<file path="src/rtl/ball_engine.sv">
// ball_engine: pong ball motion, racket/wall bounces, scoring and game FSM.
// Optional BALL_SPEEDUP_EN: ball speed grows by one on every racket hit.
module ball_engine #(
  parameter int BALL_SIZE = 15,
  parameter int RACKET_H  = 80,
  parameter int X_P2_EDGE = 100,
  parameter int X_P1_EDGE = 923,
  parameter int Y_TOP     = 51,
  parameter int Y_BOT     = 717,
  parameter int WIN_SCORE = 11,
  parameter int MAX_SPEED = 4
) (
  input  logic        clk65MHz,
  input  logic        rst,
  input  logic        end_of_frame,
  input  logic        serve,
  input  logic [9:0]  pos_of_player_1,
  input  logic [9:0]  pos_of_player_2,
  input  logic        screen_idle,
  input  logic        screen_multi,
  output logic [3:0]  points_player_1,
  output logic [3:0]  points_player_2,
  output logic [10:0] x_pos_of_ball,
  output logic [10:0] y_pos_of_ball,
  output logic        game_over,
  output logic        winner
);

  typedef logic signed [11:0] coord_t;
  typedef enum logic [2:0] {IDLE, START, FLY, SCORE, OVER} state_t;

  localparam logic [10:0] X_CTR = 11'd510;
  localparam logic [10:0] Y_CTR = 11'd377;
  localparam coord_t X_LO  = coord_t'(X_P2_EDGE);
  localparam coord_t X_HI  = coord_t'(X_P1_EDGE - BALL_SIZE);
  localparam coord_t Y_LO  = coord_t'(Y_TOP);
  localparam coord_t Y_HI  = coord_t'(Y_BOT - BALL_SIZE);
  localparam coord_t SZ    = coord_t'(BALL_SIZE);
  localparam coord_t HALF  = coord_t'(BALL_SIZE / 2);
  localparam coord_t RH    = coord_t'(RACKET_H);
  localparam coord_t ZONE1 = coord_t'(RACKET_H / 3);
  localparam coord_t ZONE2 = coord_t'(2 * RACKET_H / 3);
  localparam logic [3:0] WIN     = 4'(WIN_SCORE);
  localparam logic [3:0] SPD_MAX = 4'(MAX_SPEED);
`ifdef BALL_SPEEDUP_EN
  localparam logic [3:0] SPD_INC = 4'd1;
`else
  localparam logic [3:0] SPD_INC = 4'd0;
`endif

  state_t            state, state_n;
  logic [10:0]       x, y, x_n, y_n;
  logic              dx_neg, dxn_n;
  logic signed [1:0] dy, dy_n;
  logic [3:0]        spd, spd_n;
  logic [3:0]        p1, p2, p1_n, p2_n, pts;
  logic              go, win, go_n, win_n;
  logic              srv_neg, srv_n;
  logic              sc_p2, scp2_n;
  logic              award, award_n;

  coord_t            step, bx, by;
  logic signed [1:0] bdy;
  logic              bdxn, lmiss, rmiss;
  logic [3:0]        bspd, spd_up;

  function automatic logic hit_f(input coord_t b, input logic [9:0] r);
    coord_t rs;
    rs = $signed({2'b00, r});
    return (b + SZ >= rs) && (b <= rs + RH);
  endfunction

  function automatic logic signed [1:0] zone_f(input coord_t b,
                                               input logic [9:0] r);
    coord_t c;
    c = b + HALF - $signed({2'b00, r});
    if (c < ZONE1) return -2'sd1;
    if (c < ZONE2) return 2'sd0;
    return 2'sd1;
  endfunction

  assign step   = $signed({8'd0, spd});
  assign spd_up = (spd < SPD_MAX) ? spd + SPD_INC : spd;

  // Candidate motion for one frame: wall first, then racket face.
  always_comb begin
    bx    = dx_neg ? $signed({1'b0, x}) - step
                   : $signed({1'b0, x}) + step;
    by    = $signed({1'b0, y});
    bdy   = dy;
    bdxn  = dx_neg;
    bspd  = spd;
    lmiss = 1'b0;
    rmiss = 1'b0;
    if (dy == -2'sd1) by = by - step;
    else if (dy == 2'sd1) by = by + step;
    if (dy == -2'sd1 && by <= Y_LO) begin
      by  = Y_LO;
      bdy = 2'sd1;
    end else if (dy == 2'sd1 && by >= Y_HI) begin
      by  = Y_HI;
      bdy = -2'sd1;
    end
    if (dx_neg && bx <= X_LO) begin
      if (!screen_multi) begin
        bx   = X_LO;
        bdxn = 1'b0;
      end else if (hit_f(by, pos_of_player_2)) begin
        bx   = X_LO;
        bdxn = 1'b0;
        bdy  = zone_f(by, pos_of_player_2);
        bspd = spd_up;
      end else begin
        lmiss = 1'b1;
      end
    end else if (!dx_neg && bx >= X_HI) begin
      if (hit_f(by, pos_of_player_1)) begin
        bx   = X_HI;
        bdxn = 1'b1;
        bdy  = zone_f(by, pos_of_player_1);
        bspd = spd_up;
      end else begin
        rmiss = 1'b1;
      end
    end
  end

  always_comb begin
    state_n = state;
    x_n     = x;
    y_n     = y;
    dxn_n   = dx_neg;
    dy_n    = dy;
    spd_n   = spd;
    p1_n    = p1;
    p2_n    = p2;
    go_n    = go;
    win_n   = win;
    srv_n   = srv_neg;
    scp2_n  = sc_p2;
    award_n = award;
    pts     = sc_p2 ? p2 : p1;
    if (screen_idle || state == IDLE) begin
      state_n = screen_idle ? IDLE : START;
      x_n     = X_CTR;
      y_n     = Y_CTR;
      dxn_n   = 1'b1;
      dy_n    = 2'sd0;
      spd_n   = 4'd1;
      p1_n    = 4'd0;
      p2_n    = 4'd0;
      go_n    = 1'b0;
      win_n   = 1'b0;
      srv_n   = 1'b1;
    end else begin
      unique case (state)
        START: begin
          x_n   = X_CTR;
          y_n   = Y_CTR;
          dy_n  = 2'sd0;
          spd_n = 4'd1;
          dxn_n = srv_neg;
          if (serve) state_n = FLY;
        end
        FLY: begin
          if (end_of_frame) begin
            x_n   = bx[11] ? 11'd0 : bx[10:0];
            y_n   = by[11] ? 11'd0 : by[10:0];
            dxn_n = bdxn;
            dy_n  = bdy;
            spd_n = bspd;
            if (lmiss) begin
              state_n = SCORE;
              scp2_n  = 1'b0;
              award_n = 1'b1;
            end else if (rmiss) begin
              state_n = SCORE;
              scp2_n  = 1'b1;
              award_n = screen_multi;
            end
          end
        end
        SCORE: begin
          if (award && pts < WIN) pts = pts + 4'd1;
          if (sc_p2) p2_n = pts;
          else p1_n = pts;
          srv_n = ~sc_p2;
          x_n   = X_CTR;
          y_n   = Y_CTR;
          if (pts == WIN) begin
            state_n = OVER;
            go_n    = 1'b1;
            win_n   = sc_p2;
          end else begin
            state_n = START;
          end
        end
        OVER: begin
          go_n = 1'b1;
          if (serve) begin
            state_n = START;
            p1_n    = 4'd0;
            p2_n    = 4'd0;
            go_n    = 1'b0;
          end
        end
        default: state_n = IDLE;
      endcase
    end
  end

  always_ff @(posedge clk65MHz) begin
    if (rst) begin
      state   <= IDLE;
      x       <= X_CTR;
      y       <= Y_CTR;
      dx_neg  <= 1'b1;
      dy      <= 2'sd0;
      spd     <= 4'd1;
      p1      <= 4'd0;
      p2      <= 4'd0;
      go      <= 1'b0;
      win     <= 1'b0;
      srv_neg <= 1'b1;
      sc_p2   <= 1'b0;
      award   <= 1'b0;
    end else begin
      state   <= state_n;
      x       <= x_n;
      y       <= y_n;
      dx_neg  <= dxn_n;
      dy      <= dy_n;
      spd     <= spd_n;
      p1      <= p1_n;
      p2      <= p2_n;
      go      <= go_n;
      win     <= win_n;
      srv_neg <= srv_n;
      sc_p2   <= scp2_n;
      award   <= award_n;
    end
  end

  assign points_player_1 = p1;
  assign points_player_2 = p2;
  assign x_pos_of_ball   = x;
  assign y_pos_of_ball   = y;
  assign game_over       = go;
  assign winner          = win;

endmodule

</file>
<file path="config.mk">
export PLATFORM = sky130hd
export DESIGN_NAME = ball_engine
export DESIGN_NICKNAME = d
export VERILOG_FILES = /design/src/rtl/ball_engine.sv
export SDC_FILE = /design/constraint.sdc
export NUM_CORES = 1
export LEC_CHECK = 0
export BUFFER_PORTS_ARGS = -buffer_cell sky130_fd_sc_hd__buf_4
export CORE_ASPECT_RATIO = 1.2
export CORE_MARGIN = 2
export CORE_UTILIZATION = 56
export DETAILED_ROUTE_END_ITERATION = 8
export GPL_TIMING_DRIVEN = 0
export PLACE_DENSITY = 0.84
export SETUP_SLACK_MARGIN = 0.5
export SYNTH_ARGS = -nofsm -noshare
export SYNTH_HDL_FRONTEND = slang
export SYNTH_SLANG_ARGS = --single-unit
</file>
<file path="constraint.sdc">
create_clock -name clk65MHz -period 5.6 [get_ports clk65MHz]
set_input_delay 1.12 -clock clk65MHz [delete_from_list [all_inputs] [get_ports clk65MHz]]
set_output_delay 1.12 -clock clk65MHz [all_outputs]
set_load 0.01 [all_outputs]
</file>
==> results, run 1 <==
- The flow ran to the end, but the final reports show violations.
- The checks that failed: negative setup slack.
- The overflow left after global routing is 0.
- The maximum resistive drop on vdd is ~200 uV.
- The hold violation count in the final report is 0.
- The library cells used most frequently in the layout, excluding fill and tap cells, are 118 x buf_4, 62 x ha_1, 59 x nor2_1.
- Based on the critical path, the design can be clocked at up to between 0.15 and 0.2 GHz.
- From left edge to right edge, the die measures approximately 97 um.
- The initial cell density of the core is 57.7%.
- Leaving out fill and tap cells, the most frequent cell in the layout is buf_4.
- Of all flip-flops after synthesis, the portion carrying an async set or reset was 0%.
- Cells with a size suffix above 1 make up between 30% and 40% of the layout.
- Headroom to the max-slew limit came out at 48.2%.
- The worst flop-to-flop path endpoint is x_pos_of_ball[0].
- The detailed-route vias per instance is 6.75.
- The predominant post-synthesis flop cell is dfxtp_1.
- The startpoint of the most critical hold path is x_pos_of_ball[10].
- The final sum of negative setup slack is -2.65 ns.
- The completed layout was analyzed and its total power is between 0.0007 and 0.0008 W.
- The final worst setup slack is -0.258 ns.
- Once placement finished, the instance area stood at 0.00649 sq mm.
- By startpoint and endpoint, the worst setup path is classified as reg -> reg.
- STA classifies the critical path endpoint as a flop.
- The multiplexer area fraction after synthesis is under 10%.
- TritonCTS built the clock tree.
- For the worst-skew pair, the clock arrives at the later sink with an insertion delay of approximately 0.29 ns.
- The adder-cell area share of the yosys netlist is 16.8%.
- For this run, the share of the core covered by cells in the final layout is between 70% and 80%.
- The chip height is around 120 um.
- For the finished layout, the period the worst path requires is about 5.9 ns.
- STA puts the critical path data required time at about 5.8 ns.
- Summing all non-filler instances in the final layout gives an area of 0.00785 sq mm.
- The area overhead of the layout relative to synthesis is 35.2%.
- The area share of and/or/nand/nor cells after synthesis is around 24%.
- The setup slack of the most critical reg-to-reg path is -0.26 ns.
- In the finished design, the share of the clock period the worst path needs comes to 105%.
- The number of max-slew violations in the final report was 0.
- The final-report setup violation count is 17.
- The number of iterations in the first detailed-routing pass is 5.
- The core area is 0.0101 sq mm.
- The floorplan has 40 rows.
- The root buffer cell chosen for the clock tree is clkbuf_16.
- The post-synthesis cell type count is 89.
- At the end of routability-driven placement, the weighted congestion stood at 0.924.
- Clock tree synthesis inserted a total of 5 buffers.
- 58 I/O pins were placed.
- The half-perimeter wire length of the detailed placement result is about 14000 um.
- The share of the synthesized area in compound gates (AO/OA/AOI/OAI) is around 29%.
- Entering global routing, the biggest net connects 17 pins.
- The worst register-to-register path has a depth of 33.
- For this design the static power due to leakage is roughly 3.4 nW.
- The repair_antennas step left the layout with diodes totalling 0.
- The overall die area is between 0.01 and 0.015 sq mm.
- The worst hold path stage count is 2.
- The flip-flop and latch count after synthesis is around 40.
- The number of H-tree levels is 2.
- The initial antenna violation count was 0.
- The synthesized net count is roughly 860.
- Of all nets on the critical path, the largest fanout is 5.
- Setup repair after global routing could not meet its margin everywhere.
- The path category of the worst min-delay check is reg -> reg.
- The mean instance size in the synthesized netlist is 7.69 sq um.
- Across the routed clock network, the largest skew measured is about 0.0051 ns.
- The combinational family with the most area after synthesis is compound AO/OA/AOI/OAI gates.
- For this run, design rule violations remaining after detail routing come to 0.
- The mapped cell area is between 0.005 and 0.006 sq mm.
- Yosys printed 0 warnings.
- The net count of the finished layout is roughly 990.
- The count of input and output buffers is 57.
- The slowest stage of the critical path belongs to the cell or4b_4.
- For this design, the sink count on the clock tree is between 40 and 50.
- The wire length reported by the detailed router is 21200 um.
- The endpoint of the worst hold path is x_pos_of_ball[10].
- The longest clock path from root to sink contains 2 buffers.
- Sequential cells were found to cover between 10% and 20% of the synthesized design area.
- The post-detailed-route wirelength per cell is between 20 and 25 um.
- The count of flip-flops with a built-in enable after synthesis is 0.
- The max-cap check violation count is 0.
- The transition time at the pin with the least slew margin is between 0.7 and 0.8 ns.
- Summing over every cut layer, the via total after detailed routing is between 6000 and 7000.
- The xor and xnor area share after synthesis is 9.00%.
- The number of global-route vias before repair is 6857.
- Dividing total power by cell area gives a power density of around 100 mW/mm^2.
- The count of nets left with antenna violations once routing finished came out at 0.
- The global-route wire length before repair is between 30000 and 40000 um.
- In this run, the number of DRC markers left after iteration 0 of detailed routing was 600.
- The aggregate global-route resource usage is roughly 36%.
- The category of the worst setup path launch point is a flop.
- The largest single stage delay on the critical path is roughly 0.62 ns.
- Synthesis produced roughly 760 cells.
- The reg-to-reg startpoint is y_pos_of_ball[5].
- The cell repeated most along the worst path is buf_6.
- Clock-pin slew was measured on the worst setup and hold paths at 0.06 ns.
- Data on the critical path arrives at its endpoint at 6.08 ns.
-- metal layers --
metal | vias to the layer above | GRT usage (%) | wire (um)
met5 | - | 0 | 0
met4 | 0 | 23.9 | 1480
met3 | 150 | 5.97 | 1720
met2 | 421 | 65.9 | 10400
met1 | 3219 | 39.1 | 7630
li1 | 3081 | - | -
-- worst max-delay path by stage --
| stage | start | to | slack [ns] | cells past startpoint |
|---|---|---|---|---|
| global placement | y_pos_of_ball[0] | dy[0] | -0.58 | 27 |
| CTS | y_pos_of_ball[5] | dy[0] | 0.06 | 26 |
| floorplan | y_pos_of_ball[2] | dy[0] | 0.08 | 27 |
| global route | y_pos_of_ball[5] | x_pos_of_ball[1] | -0.47 | 35 |
| detailed placement | y_pos_of_ball[0] | dy[0] | -0.72 | 27 |
| finish | y_pos_of_ball[5] | x_pos_of_ball[0] | -0.26 | 33 |
-- through the flow --
stage / setup WS (ns) / hold WS [ns] / std cells
after global routing: -0.474 / 0.551 / 1018
final: -0.258 / 0.496 / 1018
after detailed placement: -0.722 / 0.486 / 938
after floorplan: 0.0802 / 0.477 / 755
after global placement: -0.580 / 0.481 / 938
after CTS: 0.0624 / 0.497 / 1008
-- power by group --
part / internal (W) / leakage (nW) / switching (W)
Combinational: 0.0000900 / 3.03 / 0.000106
Clock: 0.000163 / 0.0696 / 0.000118
Sequential: 0.000291 / 0.332 / 0.000000556
Total: 0.000545 / 3.44 / 0.000225
-- worst max-delay path, delay by kind of cell, from the launching register on --
kind	cells	cell delay, ns
DFF	1	0.32
buffers and inverters	8	0.86
adders and majority gates	2	0.44
AOI/OAI and AO/OA	12	1.87
and+or+nand+nor	11	2.28
-- cells in the mapped netlist, types with 5 or more instances --
cell type | number | area (sq um)
a22oi_1 | 13 | 97.6
nor2b_1 | 12 | 75.1
clkbuf_1 | 14 | 52.6
o21ai_1 | 7 | 35.0
and3_1 | 15 | 93.8
xnor2_1 | 30 | 263
or2_2 | 5 | 31.3
or3_1 | 7 | 43.8
nand3b_1 | 5 | 37.5
o21bai_1 | 8 | 60.1
a31oi_1 | 7 | 43.8
nor4_1 | 5 | 31.3
a211o_1 | 5 | 43.8
a21oi_1 | 57 | 285
o21ai_0 | 47 | 235
nand3_1 | 21 | 105
o21a_1 | 8 | 60.1
a211oi_1 | 12 | 90.1
nand4_1 | 7 | 43.8
dfxtp_1 | 41 | 821
ha_1 | 73 | 913
o211ai_1 | 5 | 37.5
a21o_1 | 17 | 128
nor2_1 | 65 | 244
nand2b_1 | 7 | 43.8
nand2_1 | 56 | 210
and2_1 | 7 | 43.8
xor2_1 | 21 | 184
nor3_1 | 16 | 80.1
mux2i_1 | 7 | 70.1
o31ai_1 | 7 | 52.6
inv_1 | 50 | 188
-- flip-flops by register name, summed over array words and instances (netlist names), 2 cells and up --
| name | count |
|---|---|
| dy | 2 |
| points_player_1 | 4 |
| points_player_2 | 4 |
| state | 3 |
| x_pos_of_ball | 11 |
| y_pos_of_ball | 11 |
-- layout make-up --
class                           instances  area (sq um)
Buffer                                 24           214
Clock buffer                            5           125
Clock inverter                          3          17.5
Fill cell                             650          2210
Inverter                               50           190
Multi-Input combinational cell        640          5290
Sequential cell                        41           832
Tap cell                              126           158
Timing Repair Buffer                  129          1030
-- logic make-up after synthesis --
kind of cell	count (synthesis)
compound gates	241
xor+xnor	55
fa+ha+maj	76
buf+inv	74
flops	41
mux	11
simple gates	257
-- what timing repair did --
action,CTS,global route
pin swaps,34,22
gates cloned,1,0
setup endpoints to repair,17,17
buffers inserted,61,10
hold buffers,0,0
gates resized for setup,109,31
Power figures use the tool's default switching activity.
==> run 2: changes to the inputs <==
Settings changed: REMOVE_ABC_BUFFERS from default to 1.
==> run 2 against run 1 <==
Against the previous run: the run still ends with negative setup slack left; sequential share of layout area is 0.51 points higher; non-clock buffer count shrank 32; via count grew 1.8%; count of clock-buffer cells in the layout increased by 2; worst setup slack lost 0.026 ns; worst hold slack improved by 0.023 ns; utilization decreased by 1.8 points; design area is 2.3% lower; critical path type unchanged; highest routed layer unchanged.
==> results, run 2 (synthesis gave the netlist of run 1 again) <==
- The detailed-route vias per instance is 7.10 (+5.1%).
- The checks that failed: negative setup slack.
- The sequential cell area is 852 sq um (+2.4%).
- The overall die area was 0.0112 sq mm (unchanged).
- The number of buffers inserted by hold repair at cts was 0 (unchanged).
- The number of rows created at floorplan is 40 (unchanged).
- The fraction of final layout cells sized beyond drive strength 1 was 30.7% (-1.1 points).
- The worst register-to-register path begins at y_pos_of_ball[0].
- The number of buffers between clock root and the deepest sink is 2 (unchanged).
- The total instance count after detailed placement is 914 (-2.6%).
- The cell area power density is 109 mW/mm^2 (+11%).
- The data arrival at the endpoint of the critical path is 6.03 ns (-0.05 ns).
- The number of placed I/O pins is 58 (unchanged).
- The max-cap check violation count came to 0 (unchanged).
- The count of antenna-violating nets left after detailed routing was 0 (unchanged).
- The number of H-tree levels is 2 (unchanged).
- The final worst setup slack was -0.284 ns (-0.0261 ns).
- The wire length reported by the detailed router came to 23400 um (+10%).
- The initial antenna violation count is 0 (unchanged).
- The placer's final routability congestion estimate is 0.948 (+2.7%).
- The category of the worst setup path launch point is a flop.
- The count of vias placed by the detailed router was 6997 (+1.8%).
- The post-detailed-route wirelength per cell is 23.7 um (+14%).
- The number of cells traversed by the worst register-to-register path was 30 (-9.1%).
- The area of combinational cells with multiple inputs came to 0.00534 sq mm (+1.0%).
- The initial cell density of the core came to 57.7% (unchanged).
- The clock period minus worst slack is 5.88 ns (+0.0261 ns).
- The width of the die came to 97.0 um (unchanged).
- The post-route DRC violation count was 0 (unchanged).
- The worst endpoint required time is 5.75 ns (-0.07 ns).
- The maximum number of pins on one net before global-route repair is 23 (+6).
- Relative to the synthesized area, the layout overhead comes to 32.1%.
- The half-perimeter wire length of the detailed placement result is 12800 um (-9.7%).
- The run finished, with violations left.
- The worst hold path belongs to the class reg -> reg.
- The category of cells accounting for the largest share of critical-path delay is compound AO/OA/AOI/OAI gates.
- The final-report setup violation count is 15 (-2).
- The number of antenna repair diodes came to 0 (unchanged).
- The clock transition at the registers of the reported paths was 0.08 ns (+0.02 ns).
- The worst relative slew slack is 33.2% (-15 points).
- The maximum fanout encountered on the critical timing path came to 9 (+4).
- The worst hold path begins at winner.
- The worst flop-to-flop path endpoint is x_pos_of_ball[2].
- The tree is rooted in a clkbuf_16.
- The delay contributed by the slowest stage of the critical path is 0.45 ns (-0.17 ns).
- The aggregate global-route resource usage is 36.2% (-0.058 points).
- The clock sink total is 41 (unchanged).
- The category of the worst setup path capture point is a flop.
- In the layout the commonest cells are 111 x buf_4, 65 x ha_1, 59 x nor2_1.
- The fmax is 0.170 GHz (-0.44%).
- The setup slack of the most critical reg-to-reg path is -0.28 ns (-0.03 ns).
- The clock insertion delay at the later pin of the skew report is 0.30 ns (about the same).
- The leakage power is 3.29 nW (-4.2%).
- The initial DRC count is 1052 (+75%).
- The net count of the finished layout is 961 (-3.2%).
- The library cell used most frequently in the layout, excluding fill and tap cells, is buf_4.
- The final standard cell count with taps included and fillers excluded is 986 (-3.1%).
- The maximum resistive drop on vdd is 118 uV (-42%).
- The final sum of negative setup slack came to -1.87 ns (+0.780 ns).
- The library cell contributing the largest single delay on the critical path is dfxtp_4.
- The endpoint of the worst hold path is winner.
- The chip height was 116 um (unchanged).
- The overflow left after global routing is 0 (unchanged).
- The count of buffering cells on the critical path with inverters included is 5 (-3).
- The core area is 0.0101 sq mm (unchanged).
- The number of global-route vias before repair is 6551 (-4.5%).
- The overall power of the completed layout is 0.000837 W (+8.8%).
- The worst hold path stage count was 2 (unchanged).
- The hold violation count in the final report came to 0 (unchanged).
- The global-route wire length before repair was 32900 um (-1.7%).
- TritonCTS built the clock tree.
- The pre-CTS worst setup slack was -1.24 ns (-0.517 ns).
- The number of buffers created by CTS is 5 (unchanged).
- The transition time at the pin with the least slew margin is 1.00 ns (+0.234 ns).
- The number of iterations in the first detailed-routing pass is 9 (+4).
- The number of max-slew violations in the final report is 0 (unchanged).
- Setup repair after global routing could not meet its margin everywhere.
- The number of inserted filler cells in the final layout is 639 (-1.7%).
- The classification of the worst setup path is reg -> reg.
- The part of the cycle the worst path needs is 105% (+0.47 points).
- The count of input and output buffers came to 57 (unchanged).
- The final setup skew is 0.0177 ns (+0.0126 ns).
==> run 2: cell count changes in the layout (fill, tap and decap cells not counted), moves of 3 or more <==
cell,previous run,this run
buf_6,16,9
o21ai_2,8,5
dfxtp_4,2,8
clkbuf_1,8,1
ha_1,62,65
o21ai_1,11,14
buf_4,118,111
ha_2,5,1
dfxtp_1,36,32
buf_8,3,0
==> run 2: routing by layer <==
metal | GRT usage (%) | routed length, um | up-vias
met5 | 0 | 0 | -
met4 | 23.3 | 2440 | 0
met3 | 8.26 | 2620 | 224
met2 | 63.2 | 10600 | 580
met1 | 40.0 | 7690 | 3185
li1 | - | - | 3008
==> run 2: worst max-delay path by stage <==
stage / startpoint / endpoint / slack (ns) / cells after the start
6_report: y_pos_of_ball[0] / x_pos_of_ball[2] / -0.28 / 30
3_5_place_dp: dy[0] / dy[0] / -1.24 / 22
4_1_cts: y_pos_of_ball[3] / dy[0] / 0.21 / 24
3_3_place_gp: dy[0] / dy[1] / -1.01 / 20
2_1_floorplan: dy[0] / dy[0] / -0.12 / 23
5_1_grt: y_pos_of_ball[0] / dy[0] / -0.49 / 27
==> run 2: layout make-up <==
cell class | count | share of cell area [%]
clock buffers | 7 | 1.86
clock inverters | 1 | 0.391
inverters | 50 | 2.56
multi-input cells | 640 | 69.6
flip-flops and latches | 41 | 11.1
well taps | 126 | 2.05
repair buffers | 121 | 12.4
==> run 2: worst min-delay path: stages (launching register included) <==
cell and delay [ns]:
dfxtp_1 0.34, mux2i_1 0.07, nor2_1 0.07
==> run 2: repair_timing <==
action                                 in CTS  in global routing
gates resized for setup                   117                 50
setup buffers                              53                 11
setup endpoints to repair                  17                 17
endpoints found under the hold margin       0                  0
pin swaps                                  44                 40
==> run 2: metrics by stage <==
stage | utilization (%) | hold WS (ns) | instance area [sq um]
finish | 76.3 | 0.520 | 7670
global placement | 62.4 | 0.482 | 6270
global route | 76.3 | 0.579 | 7670
CTS | 73.0 | 0.507 | 7340
floorplan | - | 0.477 | 5690
detailed placement | 62.5 | 0.492 | 6290
==> run 2: report_power, final <==
group / leakage, nW / internal [W] / switching, W
sequential: 0.333 / 0.000288 / 0.00000243
combinational: 2.87 / 0.0000862 / 0.000108
clock: 0.0841 / 0.000223 / 0.000129
